===== src/rtl/uart_rx_frame_if.sv =====
// Receive-side bundle of the UART framer: serial line in, byte and status strobes out.
// The slave modport belongs to the framer and the master modport to the line driver or consumer.
interface uart_rx_frame_if;
   logic       rx_sync;
   logic [7:0] rx_data;
   logic       rx_valid;
   logic       frame_error;
   logic       rx_busy;

   modport master (
      output rx_sync,
      input  rx_data,
      input  rx_valid,
      input  frame_error,
      input  rx_busy
   );

   modport slave (
      input  rx_sync,
      output rx_data,
      output rx_valid,
      output frame_error,
      output rx_busy
   );
endinterface


===== src/rtl/uart_rx_frame.sv =====
// 8N1 receive framer: detects the start edge, samples each bit once at mid-bit,
// and publishes good bytes with a one-cycle strobe. Framing errors raise a separate strobe.
module uart_rx_frame #(
   parameter int CLKS_PER_BIT = 868
) (
   input  logic          clk,
   input  logic          reset,
   uart_rx_frame_if.slave rx
);

   localparam int HALF  = CLKS_PER_BIT / 2;
   localparam int CNT_W = $clog2(CLKS_PER_BIT);

   localparam logic [CNT_W-1:0] HALF_LAST = CNT_W'(HALF - 1);
   localparam logic [CNT_W-1:0] BIT_LAST  = CNT_W'(CLKS_PER_BIT - 1);
   localparam logic [CNT_W-1:0] CNT_ZERO  = CNT_W'(0);
   localparam logic [CNT_W-1:0] CNT_ONE   = CNT_W'(1);

   localparam logic [2:0] ST_IDLE      = 3'd0;
   localparam logic [2:0] ST_START     = 3'd1;
   localparam logic [2:0] ST_DATA      = 3'd2;
   localparam logic [2:0] ST_STOP      = 3'd3;
   localparam logic [2:0] ST_WAIT_IDLE = 3'd4;

   generate
      if (CLKS_PER_BIT < 4) begin : g_bad_clks_per_bit
         $error("uart_rx_frame: CLKS_PER_BIT must be at least 4");
      end
   endgenerate

   logic [2:0]       state_r;
   logic [CNT_W-1:0] cnt_r;
   logic [2:0]       bit_idx_r;
   logic [7:0]       shift_r;
   logic             half_done_s;
   logic             bit_done_s;

   // Terminal counts for the half-bit start sample and the full-bit data/stop samples.
   always_comb begin
      half_done_s = 1'b0;
      bit_done_s  = 1'b0;
      if (cnt_r == HALF_LAST) begin
         half_done_s = 1'b1;
      end else begin
         half_done_s = 1'b0;
      end
      if (cnt_r == BIT_LAST) begin
         bit_done_s = 1'b1;
      end else begin
         bit_done_s = 1'b0;
      end
   end

   // Frame FSM; strobes default low so each one lasts exactly a single cycle.
   always_ff @(posedge clk) begin
      if (reset) begin
         state_r        <= ST_IDLE;
         cnt_r          <= CNT_ZERO;
         bit_idx_r      <= 3'd0;
         shift_r        <= 8'h00;
         rx.rx_data     <= 8'h00;
         rx.rx_valid    <= 1'b0;
         rx.frame_error <= 1'b0;
         rx.rx_busy     <= 1'b0;
      end else begin
         rx.rx_valid    <= 1'b0;
         rx.frame_error <= 1'b0;
         case (state_r)
            ST_IDLE: begin
               if (!rx.rx_sync) begin
                  state_r    <= ST_START;
                  cnt_r      <= CNT_ZERO;
                  rx.rx_busy <= 1'b1;
               end
            end
            ST_START: begin
               if (half_done_s) begin
                  cnt_r <= CNT_ZERO;
                  if (!rx.rx_sync) begin
                     state_r   <= ST_DATA;
                     bit_idx_r <= 3'd0;
                  end else begin
                     // Line went back high before mid start bit: treat as a glitch.
                     state_r    <= ST_IDLE;
                     rx.rx_busy <= 1'b0;
                  end
               end else begin
                  cnt_r <= cnt_r + CNT_ONE;
               end
            end
            ST_DATA: begin
               if (bit_done_s) begin
                  cnt_r              <= CNT_ZERO;
                  shift_r[bit_idx_r] <= rx.rx_sync;
                  if (bit_idx_r == 3'd7) begin
                     state_r <= ST_STOP;
                  end else begin
                     bit_idx_r <= bit_idx_r + 3'd1;
                  end
               end else begin
                  cnt_r <= cnt_r + CNT_ONE;
               end
            end
            ST_STOP: begin
               if (bit_done_s) begin
                  cnt_r <= CNT_ZERO;
                  if (rx.rx_sync) begin
                     // Returning to IDLE mid stop bit lets a back-to-back start be seen on its first low cycle.
                     state_r     <= ST_IDLE;
                     rx.rx_data  <= shift_r;
                     rx.rx_valid <= 1'b1;
                     rx.rx_busy  <= 1'b0;
                  end else begin
                     state_r        <= ST_WAIT_IDLE;
                     rx.frame_error <= 1'b1;
                  end
               end else begin
                  cnt_r <= cnt_r + CNT_ONE;
               end
            end
            ST_WAIT_IDLE: begin
               if (rx.rx_sync) begin
                  state_r    <= ST_IDLE;
                  cnt_r      <= CNT_ZERO;
                  rx.rx_busy <= 1'b0;
               end
            end
            default: begin
               state_r    <= ST_IDLE;
               cnt_r      <= CNT_ZERO;
               rx.rx_busy <= 1'b0;
            end
         endcase
      end
   end

endmodule

===== src/flat_wrapper.sv =====
// flat-port wrapper written by rule: the top's interface ports become plain ports
module uart_rx_frame_flat 
#(
   parameter int CLKS_PER_BIT = 868
)
  (clk, reset, rx_rx_sync, rx_rx_data, rx_rx_valid, rx_frame_error, rx_rx_busy);
  uart_rx_frame_if rx_i ();
  input  logic clk;
  input  logic reset;
  input wire logic [$bits(rx_i.rx_sync)-1:0] rx_rx_sync;
  output wire logic [$bits(rx_i.rx_data)-1:0] rx_rx_data;
  output wire logic [$bits(rx_i.rx_valid)-1:0] rx_rx_valid;
  output wire logic [$bits(rx_i.frame_error)-1:0] rx_frame_error;
  output wire logic [$bits(rx_i.rx_busy)-1:0] rx_rx_busy;
  assign rx_i.rx_sync = rx_rx_sync;
  assign rx_rx_data = rx_i.rx_data;
  assign rx_rx_valid = rx_i.rx_valid;
  assign rx_frame_error = rx_i.frame_error;
  assign rx_rx_busy = rx_i.rx_busy;
  uart_rx_frame #(.CLKS_PER_BIT(CLKS_PER_BIT)) u_core (.clk(clk), .reset(reset), .rx(rx_i));
endmodule

===== config.mk =====
export PLATFORM = sky130hd
export DESIGN_NAME = uart_rx_frame_flat
export DESIGN_NICKNAME = d
export VERILOG_FILES = /design/src/rtl/uart_rx_frame_if.sv /design/src/rtl/uart_rx_frame.sv /design/src/flat_wrapper.sv
export SDC_FILE = /design/constraint.sdc
export NUM_CORES = 1
export LEC_CHECK = 0
export CAP_MARGIN = 25
export CORE_AREA = 2 2 76 78
export CTS_BUF_LIST = sky130_fd_sc_hd__clkbuf_2
export CTS_CLUSTER_DIAMETER = 200
export CTS_CLUSTER_SIZE = 14
export DETAILED_ROUTE_END_ITERATION = 8
export DIE_AREA = 0 0 78 80
export HOLD_SLACK_MARGIN = 0.02
export PLACE_DENSITY = 0.57
export SLEW_MARGIN = 30
export SYNTH_ARGS = -nofsm -noshare
export SYNTH_HDL_FRONTEND = slang
export SYNTH_SLANG_ARGS = --single-unit

===== constraint.sdc =====
create_clock -name clk -period 4.2 [get_ports clk]
set_clock_uncertainty 0.15 [all_clocks]
set_input_delay 0.63 -clock clk [delete_from_list [all_inputs] [get_ports clk]]
set_output_delay 0.63 -clock clk [all_outputs]
set_load 0.02 [all_outputs]

# Word level (Yosys, flattened, before mapping)
# Index checks and enable logic that the tools add are counted.
# W data, S select, Z words.
dict set report totals {
  wordCells 72
  in_bits 3
  out_inout_bits 11
  regBits 35
}
dict set report op_classes {
  eq_ne 15
  bitwise_logic 3
  add_sub_neg 2
  mux 31
  n_reduce_logical 11
  magnitude_cmp 2
}
# cell count
set op_table {}
lappend op_table {{$mux W10} 4}
lappend op_table {{$pmux W10 S4} 1}
lappend op_table {{$mux W3} 11}
lappend op_table {{$pmux W3 S5} 1}
lappend op_table {{$add A10 B1 Y10 const B} 1}
lappend op_table {{$eq A10 B10 Y1 const B} 1}
lappend op_table {{$eq A10 B9 Y1 const B} 1}
lappend op_table {{$mux W1} 9}
lappend op_table {{$bwmux W8} 1}
lappend op_table {{$ne A2 B1 Y1 const B} 4}
lappend op_table {{$ne A2 B2 Y1 const B} 4}
lappend op_table {{$eq A3 B2 Y1 const B} 2}
lappend op_table {{$eq A3 B3 Y1 const B} 2}
lappend op_table {{$pmux W3 S2} 1}
lappend op_table {{$reduce_and A6 Y1} 1}
lappend op_table {{$pmux W1 S5} 1}
lappend op_table {{$reduce_and A5 Y1} 1}
lappend op_table {{$lt A3 B4 Y1 const B} 1}
lappend op_table {{$reduce_and A2 Y1} 2}
lappend op_table {{$reduce_and A4 Y1} 1}
lappend op_table {{$add A3 B1 Y3 const B} 1}
lappend op_table {{$demux W1 S3} 1}
lappend op_table {{$eq A3 B1 Y1 const B} 1}
lappend op_table {{$ge A3 B1 Y1 const B} 1}
lappend op_table {{8 further kinds} 10}

# Longest topological paths before layout
# Gate-level depths: netlist of the first run.
dict set report logic_depth {
  depth_word 5
  ltp_mapped 7
  depth_no_buf 7
}

# Worst setup path before layout of the first run
# No wires, ideal clock.
dict set report synth_timing {
  kind {register -> register}
  startpoint {register u_core.cnt_r[0]}
  endpoint {register u_core.state_r[2]}
  path_stages_with_launch 7
  path_buffers 0
  setup_slack_ps 1981
  period_less_slack_ps 2219
  setup_ps 121
  t_arrival_ps 1948
  required_time_ps 3929
  path_cell_list {dfxtp_1 -> ha_1 -> nand4b_1 -> or4_4 -> o211a_1 -> a211o_2 -> mux2_4}
}
dict set report synth_between {
  elab_chain_cells 4
  elab_cells_between_ends 8
  classes_between {5 x eq/ne; 2 x mux; 1 x reduce/logical}
}
# item line_no
set synth_rtl {}
lappend synth_rtl {{start, declared} uart_rx_frame.sv:32} ;# logic [CNT_W-1:0] cnt_r;
lappend synth_rtl {{start signal, assigned} uart_rx_frame.sv:88} ;# cnt_r <= cnt_r + CNT_ONE;
lappend synth_rtl {{start signal, assigned} uart_rx_frame.sv:101} ;# cnt_r <= cnt_r + CNT_ONE;
lappend synth_rtl {{start signal, assigned} uart_rx_frame.sv:118} ;# cnt_r <= cnt_r + CNT_ONE;
lappend synth_rtl {{$eq A10 B10 Y1 or $eq A10 B9 Y1 (tied branches)} {uart_rx_frame.sv:47, uart_rx_frame.sv:42}}
lappend synth_rtl {{$mux W1 (on tied branches)} {uart_rx_frame.sv:47, uart_rx_frame.sv:42}}
lappend synth_rtl {{$ne A2 B1 Y1 (no source line)} --}
lappend synth_rtl {{$reduce_and A6 Y1 (no source line) (*)} --}
lappend synth_rtl {{end signal, assigned} uart_rx_frame.sv:57} ;# state_r <= ST_IDLE;
lappend synth_rtl {{end signal, assigned} uart_rx_frame.sv:71} ;# state_r <= ST_START;
lappend synth_rtl {{end signal, assigned} uart_rx_frame.sv:80} ;# state_r <= ST_DATA;
lappend synth_rtl {{end, declared} uart_rx_frame.sv:31} ;# logic [2:0] state_r;
# Every way passes the cells marked *; elsewhere a longest branch is shown, timed or not.
# A chain may end at the register's enable or synchronous reset.

# Worst setup path after layout of the first run
dict set report layout_timing {
  startpoint {register u_core.bit_idx_r[0]}
  endpoint {register u_core.bit_idx_r[0]}
}
dict set report layout_between {
  elab_chain_cells 4
  elab_cells_between_ends 7
  classes_between {1 x add/sub; 2 x eq/ne; 3 x mux; 1 x reduce/logical}
}
# item line_no
set layout_rtl {}
lappend layout_rtl {{start, declared} uart_rx_frame.sv:33} ;# logic [2:0] bit_idx_r;
lappend layout_rtl {{start signal, assigned} uart_rx_frame.sv:98} ;# bit_idx_r <= bit_idx_r + 3'd1;
lappend layout_rtl {{$add A3 B1 Y3} uart_rx_frame.sv:98}
lappend layout_rtl {{$mux W3} uart_rx_frame.sv:95} ;# if (bit_idx_r == 3'd7) begin
lappend layout_rtl {{$mux W3} uart_rx_frame.sv:92} ;# if (bit_done_s) begin
lappend layout_rtl {{$pmux W3 S2} uart_rx_frame.sv:68} ;# case (state_r)
# Parallel ways exist; a longest one is shown, timed or not. The select of a mux whose other input is x is not followed.

==> out/summary.txt, run 1 <==
Status -> finished clean
Arrival time worst endpoint -> 2.61 ns
CTS sink count -> 35
Seq/Total Area, Yosys -> 40.1%
Drt first pass iters -> 4
I/O pin cnt -> 14
Antenna violations before repair -> 0
Distinct cells, synth -> 45
Max-cap viol count -> 0
R2R setup slack -> 1.77 ns
Initial core utilization -> 32.3%
First-pass GRT wire length -> 5930 µm
DRC violations left -> 0
TritonCTS buffer count -> 5
Total number of vias -> 1,423
CP endpoint -> u_core.bit_idx_r[0]$_SDFFE_PP0P_
PortBufs -> 13
Depth of the most critical reg-to-reg path -> 7
Synth Area in XOR/XNOR -> 2.00%
Tot GR Track Use -> 12.2%
Reg clk slew, reported paths -> 0.20 ns
Ys Warns -> 0
Chip width -> 78 µm
Main combinational cell family by area after synthesis -> simple AND/OR/NAND/NOR gates
Largest net degree at the start of global routing -> 21
Slew Viols, Final -> 0
Grt ovf -> 0
Critical path origin -> u_core.bit_idx_r[0]$_SDFFE_PP0P_
Die Ht -> 80 µm
Number of global-route vias before repair -> 1,266
Mux cell area share after synthesis -> 11.7%
Synth Register Bits -> 35
Post-Synthesis Cells -> 196
Hold Slack -> 0.338 ns
Final hold violation count -> 0
CTS Hold Bufs -> 0
Syn Nets -> 203
CP Class -> reg -> reg
Most frequent cells after synthesis -> dfxtp_1 (35), nor2_1 (28), mux2i_1 (19)
Final period util -> 57.9%
Synth Area in Compound Gates -> 10.7%
Dominant cell type by area after synthesis -> dfxtp_1
Cell at the root of the clock tree -> clkbuf_2
Slew @ Worst Pin -> 0.612 ns
Synth Flop Type -> dfxtp_1
Worst Path Max Fanout -> 11
FP Rows -> 27
GP Congestion -> 0.817
Synth async-reset ratio -> 0%
Share of the synthesized area in the top cell type -> 40.1%
FF-to-FF End -> u_core.bit_idx_r[0]$_SDFFE_PP0P_
Clock Latency Late Sink -> 0.40 ns
Wirelength per Cell -> 12.6 µm
Detail Route Antenna Nets -> 0
DP Wirelength -> 2430 µm
Synth Cell Area -> 0.00175 mm²
RR Startpoint -> u_core.bit_idx_r[0]$_SDFFE_PP0P_
CP Data Required Time -> 4.37 ns
PostCTS Resize Cnt -> 0
Post-synth EDFFs -> 0
CTS H-tree depth -> 2
Routed vias/inst -> 5.14
Final wirelength -> 3480 µm
Final min period -> 2.43 ns
TNS Setup -> 0 ns
CP Capture Type -> register
Synth area leaders -> dfxtp_1 (40%), mux2i_1 (11%), nor2_1 (6.0%), ha_1 (2.9%), nand3_1 (2.6%)
Fmax -> 411 MHz
Critical Path Source Type -> register
PwrDens -> 299 mW/mm²
Post-CTS setup buffer count -> 0
Setup violators final -> 0
Synthesized area per cell -> 8.92 µm²
Area grow syn2layout -> 13.1%
Peak supply drop -> 0.108 mV
Pleak -> 0.000649 µW
Layout cells sized above 1 -> 7.80%
Adder-cell area share of the yosys netlist -> 2.86%
Buffer depth of the longest clock path -> 2
Die Footprint -> 0.00624 mm²
Max_slew headroom -> 59.1%
HP Class -> reg -> reg
Simple-gate share of the synthesized area -> 28.8%
CTS tree -> done
Most frequent cell after synthesis -> dfxtp_1
RSZ-0062 raised after global routing -> false
Core area -> 0.00541 mm²
NumNets Final -> 211
Initial DRC count -> 124
Number of diodes -> 0
==> layout by cell type, fill, tap and decap left out, drive strengths merged, types with 2 or more instances in the layout <==
cell / count
a211o: 2
a21oi: 6
a31oi: 3
a32oi: 3
buf: 2
clkbuf: 5
clkdlybuf4s50: 13
clkinvlp: 2
dfxtp: 35
ha: 4
inv: 4
mux2i: 19
nand2: 11
nand2b: 4
nand3: 9
nand4: 4
nand4b: 3
nor2: 28
nor2b: 5
nor3: 6
nor3b: 2
nor4: 4
nor4b: 4
o21ai: 3
or3: 2
or4: 3
xnor2: 4
==> where the power goes <==
group	internal, µW	total [µW]	switching [µW]
Clock	42.6	173	130
Sequential	339	347	8.93
Combinational	29.3	71.8	42.5
Total	410	592	182
==> metrics by stage <==
stage	area [µm²]	power (µW)	utilization, %	worst slack, ns	cells
CTS	1980	601	36.6	1.77	277
floorplan	1750	406	-	1.98	196
detailed placement	1930	426	35.7	1.36	269
finish	1980	592	36.6	1.77	277
global placement	1930	426	35.7	1.37	269
global route	1980	626	36.6	1.54	277
==> worst min-delay path by stage <==
stage                                    from                        endpoint  slack [ns]  depth (start not counted)
6_report       u_core.rx.rx_busy$_SDFFE_PP0P_  u_core.rx.rx_busy$_SDFFE_PP0P_        0.34                          2
2_1_floorplan  u_core.shift_r[0]$_SDFFE_PP0P_  u_core.shift_r[0]$_SDFFE_PP0P_        0.31                          2
3_3_place_gp   u_core.rx.rx_busy$_SDFFE_PP0P_  u_core.rx.rx_busy$_SDFFE_PP0P_        0.31                          2
3_5_place_dp   u_core.rx.rx_busy$_SDFFE_PP0P_  u_core.rx.rx_busy$_SDFFE_PP0P_        0.32                          2
4_1_cts        u_core.rx.rx_busy$_SDFFE_PP0P_  u_core.rx.rx_busy$_SDFFE_PP0P_        0.34                          2
5_1_grt        u_core.rx.rx_busy$_SDFFE_PP0P_  u_core.rx.rx_busy$_SDFFE_PP0P_        0.37                          2
==> critical path, stage by stage (launching register included) <==
cell	delay, ns
dfxtp_1	0.46
ha_1	0.25
ha_1	0.21
or2_2	0.27
o2bb2ai_1	0.22
a21boi_0	0.42
a21oi_1	0.13
a311oi_1	0.24
==> routing by layer <==
| metal | routed length (µm) | global-route usage [%] |
|---|---|---|
| met5 | 0 | 0 |
| met4 | 80 | 6.32 |
| met3 | 157 | 3.28 |
| met2 | 1490 | 18.2 |
| met1 | 1750 | 16.1 |
==> flip-flops by register name, indices dropped and copies added, names as in the netlist <==
signal,flops
u_core.shift_r,8
u_core.rx.rx_valid,1
u_core.bit_idx_r,3
u_core.state_r,3
u_core.cnt_r,10
u_core.rx.rx_busy,1
u_core.rx.frame_error,1
u_core.rx.rx_data,8
==> cell type report <==
type                    instances  area (µm²)
well taps                      72        90.1
inverters                       3        11.3
clock inverters                 3        23.8
multi-input cells             144         981
repair buffers                 15         145
clock buffers                   5        25.0
fillers                       566        3430
flip-flops and latches         35         701
==> cell families after synthesis <==
| kind of cell | after synthesis |
|---|---|
| mux | 20 |
| fa+ha+maj | 4 |
| compound gates | 26 |
| flops | 35 |
| xor+xnor | 4 |
| simple gates | 90 |
| buf+inv | 17 |
(Power assumes the default switching activity.)
==> inputs of run 2 (changes only) <==
--- a/config.mk
+++ b/config.mk
@@ -13,7 +13,7 @@
 export DETAILED_ROUTE_END_ITERATION = 8
 export DIE_AREA = 0 0 78 80
 export HOLD_SLACK_MARGIN = 0.02
-export PLACE_DENSITY = 0.57
+export PLACE_DENSITY = 0.59
 export SLEW_MARGIN = 30
 export SYNTH_ARGS = -nofsm -noshare
 export SYNTH_HDL_FRONTEND = slang
==> constraint.sdc (replaced) <==
create_clock -name clk -period 1.97 [get_ports clk]
set_clock_uncertainty 0.15 [all_clocks]
set_input_delay 0.2955 -clock clk [delete_from_list [all_inputs] [get_ports clk]]
set_output_delay 0.2955 -clock clk [all_outputs]
set_load 0.02 [all_outputs]
==> run 2 against run 1 <==
Effect of this change: largest power group unchanged; the run now ends with negative setup slack left; via count is 9.8% higher; cell count increased by 14%; clock power grew to 2.8 times the previous value; wire length is 15% higher; utilization up 8.4 points.
==> out/summary.txt, run 2 (synthesized netlist as in run 1, its figures left out) <==
Status -> finished, violations left
Failing checks -> negative setup slack
Post-DP Area -> 0.00225 mm² (+17%)
CTS sink count -> 35 (unchanged)
Hold Slack -> 0.342 ns (+0.00360 ns)
Total number of vias -> 1,563 (+9.8%)
Hold_sp -> u_core.rx.rx_busy$_SDFFE_PP0P_
NumNets Final -> 251 (+19%)
Chip width -> 78 µm (unchanged)
Fmax -> 473 MHz (+15%)
Final period util -> 107% (+50 points)
Cell at the root of the clock tree -> clkbuf_2
Tot GR Track Use -> 14.3% (+2.2 points)
Depth of the most critical reg-to-reg path -> 6 (-1)
Final Instance Area -> 0.00243 mm² (+23%)
Max incr delay on CP -> 0.43 ns (-0.03 ns)
Worst path slowest cell -> or4_4
Die Ht -> 80 µm (unchanged)
Max FFs per register -> 10 (unchanged)
Reg clk slew, reported paths -> 0.19 ns (about the same)
Post-layout util -> 45.0% (+8.4 points)
Critical Path Source Type -> register
Peak supply drop -> 0.247 mV (+130%)
Critical path origin -> u_core.cnt_r[0]$_SDFFE_PP0P_
GP Congestion -> 0.838 (+2.6%)
Pleak -> 0.000895 µW (+38%)
FP Rows -> 27 (unchanged)
Most frequent cells in the layout -> buf_4 (40), dfxtp_1 (31), nor2_1 (28)
Max_slew headroom -> 77.1% (+18 points)
Worst Path Max Fanout -> 3 (-8)
I/O pin cnt -> 14 (unchanged)
Final hold violation count -> 0 (unchanged)
Initial DRC count -> 115 (-7.3%)
RSZ-0062 raised after global routing -> true
TritonCTS buffer count -> 5 (unchanged)
Buffer depth of the longest clock path -> 2 (unchanged)
Setup ws final -> -0.146 ns (-1.91 ns)
Clock Latency Late Sink -> 0.39 ns (about the same)
CTS tree -> done
Max-cap viol count -> 0 (unchanged)
Slew @ Worst Pin -> 0.342 ns (-0.270 ns)
Number of diodes -> 0 (unchanged)
Core area -> 0.00541 mm² (unchanged)
CP Data Required Time -> 2.12 ns (-2.25 ns)
Number of global-route vias before repair -> 1,490 (+18%)
Setup violators final -> 8 (+8)
R2R setup slack -> -0.15 ns (-1.91 ns)
Final wirelength -> 4010 µm (+15%)
Arrival time worst endpoint -> 2.26 ns (-0.35 ns)
CP Capture Type -> register
Routed vias/inst -> 4.93 (-4.0%)
RR Startpoint -> u_core.cnt_r[0]$_SDFFE_PP0P_
Drt first pass iters -> 4 (unchanged)
DRC violations left -> 0 (unchanged)
Initial core utilization -> 32.3% (unchanged)
Detail Route Antenna Nets -> 0 (unchanged)
Largest net degree at the start of global routing -> 23 (+9.5%)
CP Class -> reg -> reg
First-pass GRT wire length -> 7070 µm (+19%)
HP Class -> reg -> reg
Die Footprint -> 0.00624 mm² (unchanged)
CTS H-tree depth -> 2 (unchanged)
Wirelength per Cell -> 12.6 µm (+0.70%)
Min-Delay Endpoint -> u_core.rx.rx_busy$_SDFFE_PP0P_
FF-to-FF End -> u_core.state_r[2]$_SDFFE_PP0P_
Crit-path cells -> ha_4, nand4b_1, or4_4, o211a_1, a211o_2, mux2_4
PwrDens -> 608 mW/mm² (+100%)
Biggest register -> u_core.cnt_r
TNS Setup -> -0.487 ns (-0.487 ns)
Antenna violations before repair -> 0 (unchanged)
Regs by FF count -> u_core.cnt_r (10), u_core.rx.rx_data (8), u_core.shift_r (8)
Grt ovf -> 0 (unchanged)
Hold Path Depth -> 2 (unchanged)
Slew Viols, Final -> 0 (unchanged)
DP Wirelength -> 2850 µm (+17%)
Area grow syn2layout -> 39.0%
Most common cell after layout, fill and taps aside -> buf_4
PortBufs -> 13 (unchanged)
Layout cells sized above 1 -> 30.2% (+22 points)
Final min period -> 2.12 ns (-0.317 ns)
## run 2: cell type report
type / instances / area, µm²
Timing Repair Buffer: 55 / 470
Sequential cell: 35 / 708
Clock buffer: 5 / 25.0
Multi-Input combinational cell: 144 / 1080
Tap cell: 72 / 90.1
Clock inverter: 3 / 43.8
Inverter: 3 / 11.3
Fill cell: 530 / 2980
## run 2: per-stage QoR
stage | std cells | worst slack, ns | power [µW]
CTS | 316 | -0.155 | 1480
global route | 317 | -0.219 | 1560
finish | 317 | -0.146 | 1480
global placement | 305 | -0.111 | 979
detailed placement | 305 | -0.162 | 981
floorplan | 196 | -0.118 | 870
## run 2: repair_timing
item / 4_1_cts / 5_1_grt
pin swaps: 2 / 4
gates resized for setup: 9 / 10
endpoints found under the setup margin: 19 / 31
hold buffers: 0 / 0
buffers inserted: 3 / 1
## run 2: worst max-delay path: cells and delay by family (launching register included)
family	cells	cell delay, ns
flip-flops	1	0.41
AND/OR/NAND/NOR	2	0.51
adder cells (fa/ha/maj)	1	0.12
AO/OA/AOI/OAI	2	0.54
multiplexers	1	0.30
## run 2: report_power, final
group          switching, µW  internal (µW)  leakage, µW
Combinational            130            137     0.000567
Clock                    263            215    0.0000429
Sequential              10.9            723     0.000285
Total                    404           1070     0.000895
## run 2: routing by layer
layer / vias to the layer above / wire length [µm] / GRT usage (%) / share of wire, %
li1: 805 / - / - / -
met5: - / 0 / 0 / 0
met4: 0 / 54 / 5.79 / 1.3
met2: 30 / 1840 / 23.3 / 46
met1: 723 / 1990 / 18.6 / 50
met3: 5 / 123 / 3.05 / 3.1
## run 2: how the worst max path moves through the flow
stage                                                end  slack (ns)  depth (start not counted)
after global routing      u_core.state_r[2]$_SDFFE_PP0P_       -0.22                          6
after floorplan           u_core.state_r[2]$_SDFFE_PP0P_       -0.12                          7
final                     u_core.state_r[2]$_SDFFE_PP0P_       -0.15                          6
after detailed placement  u_core.state_r[2]$_SDFFE_PP0P_       -0.16                          7
after global placement    u_core.state_r[2]$_SDFFE_PP0P_       -0.11                          7
after CTS                 u_core.state_r[2]$_SDFFE_PP0P_       -0.16                          6
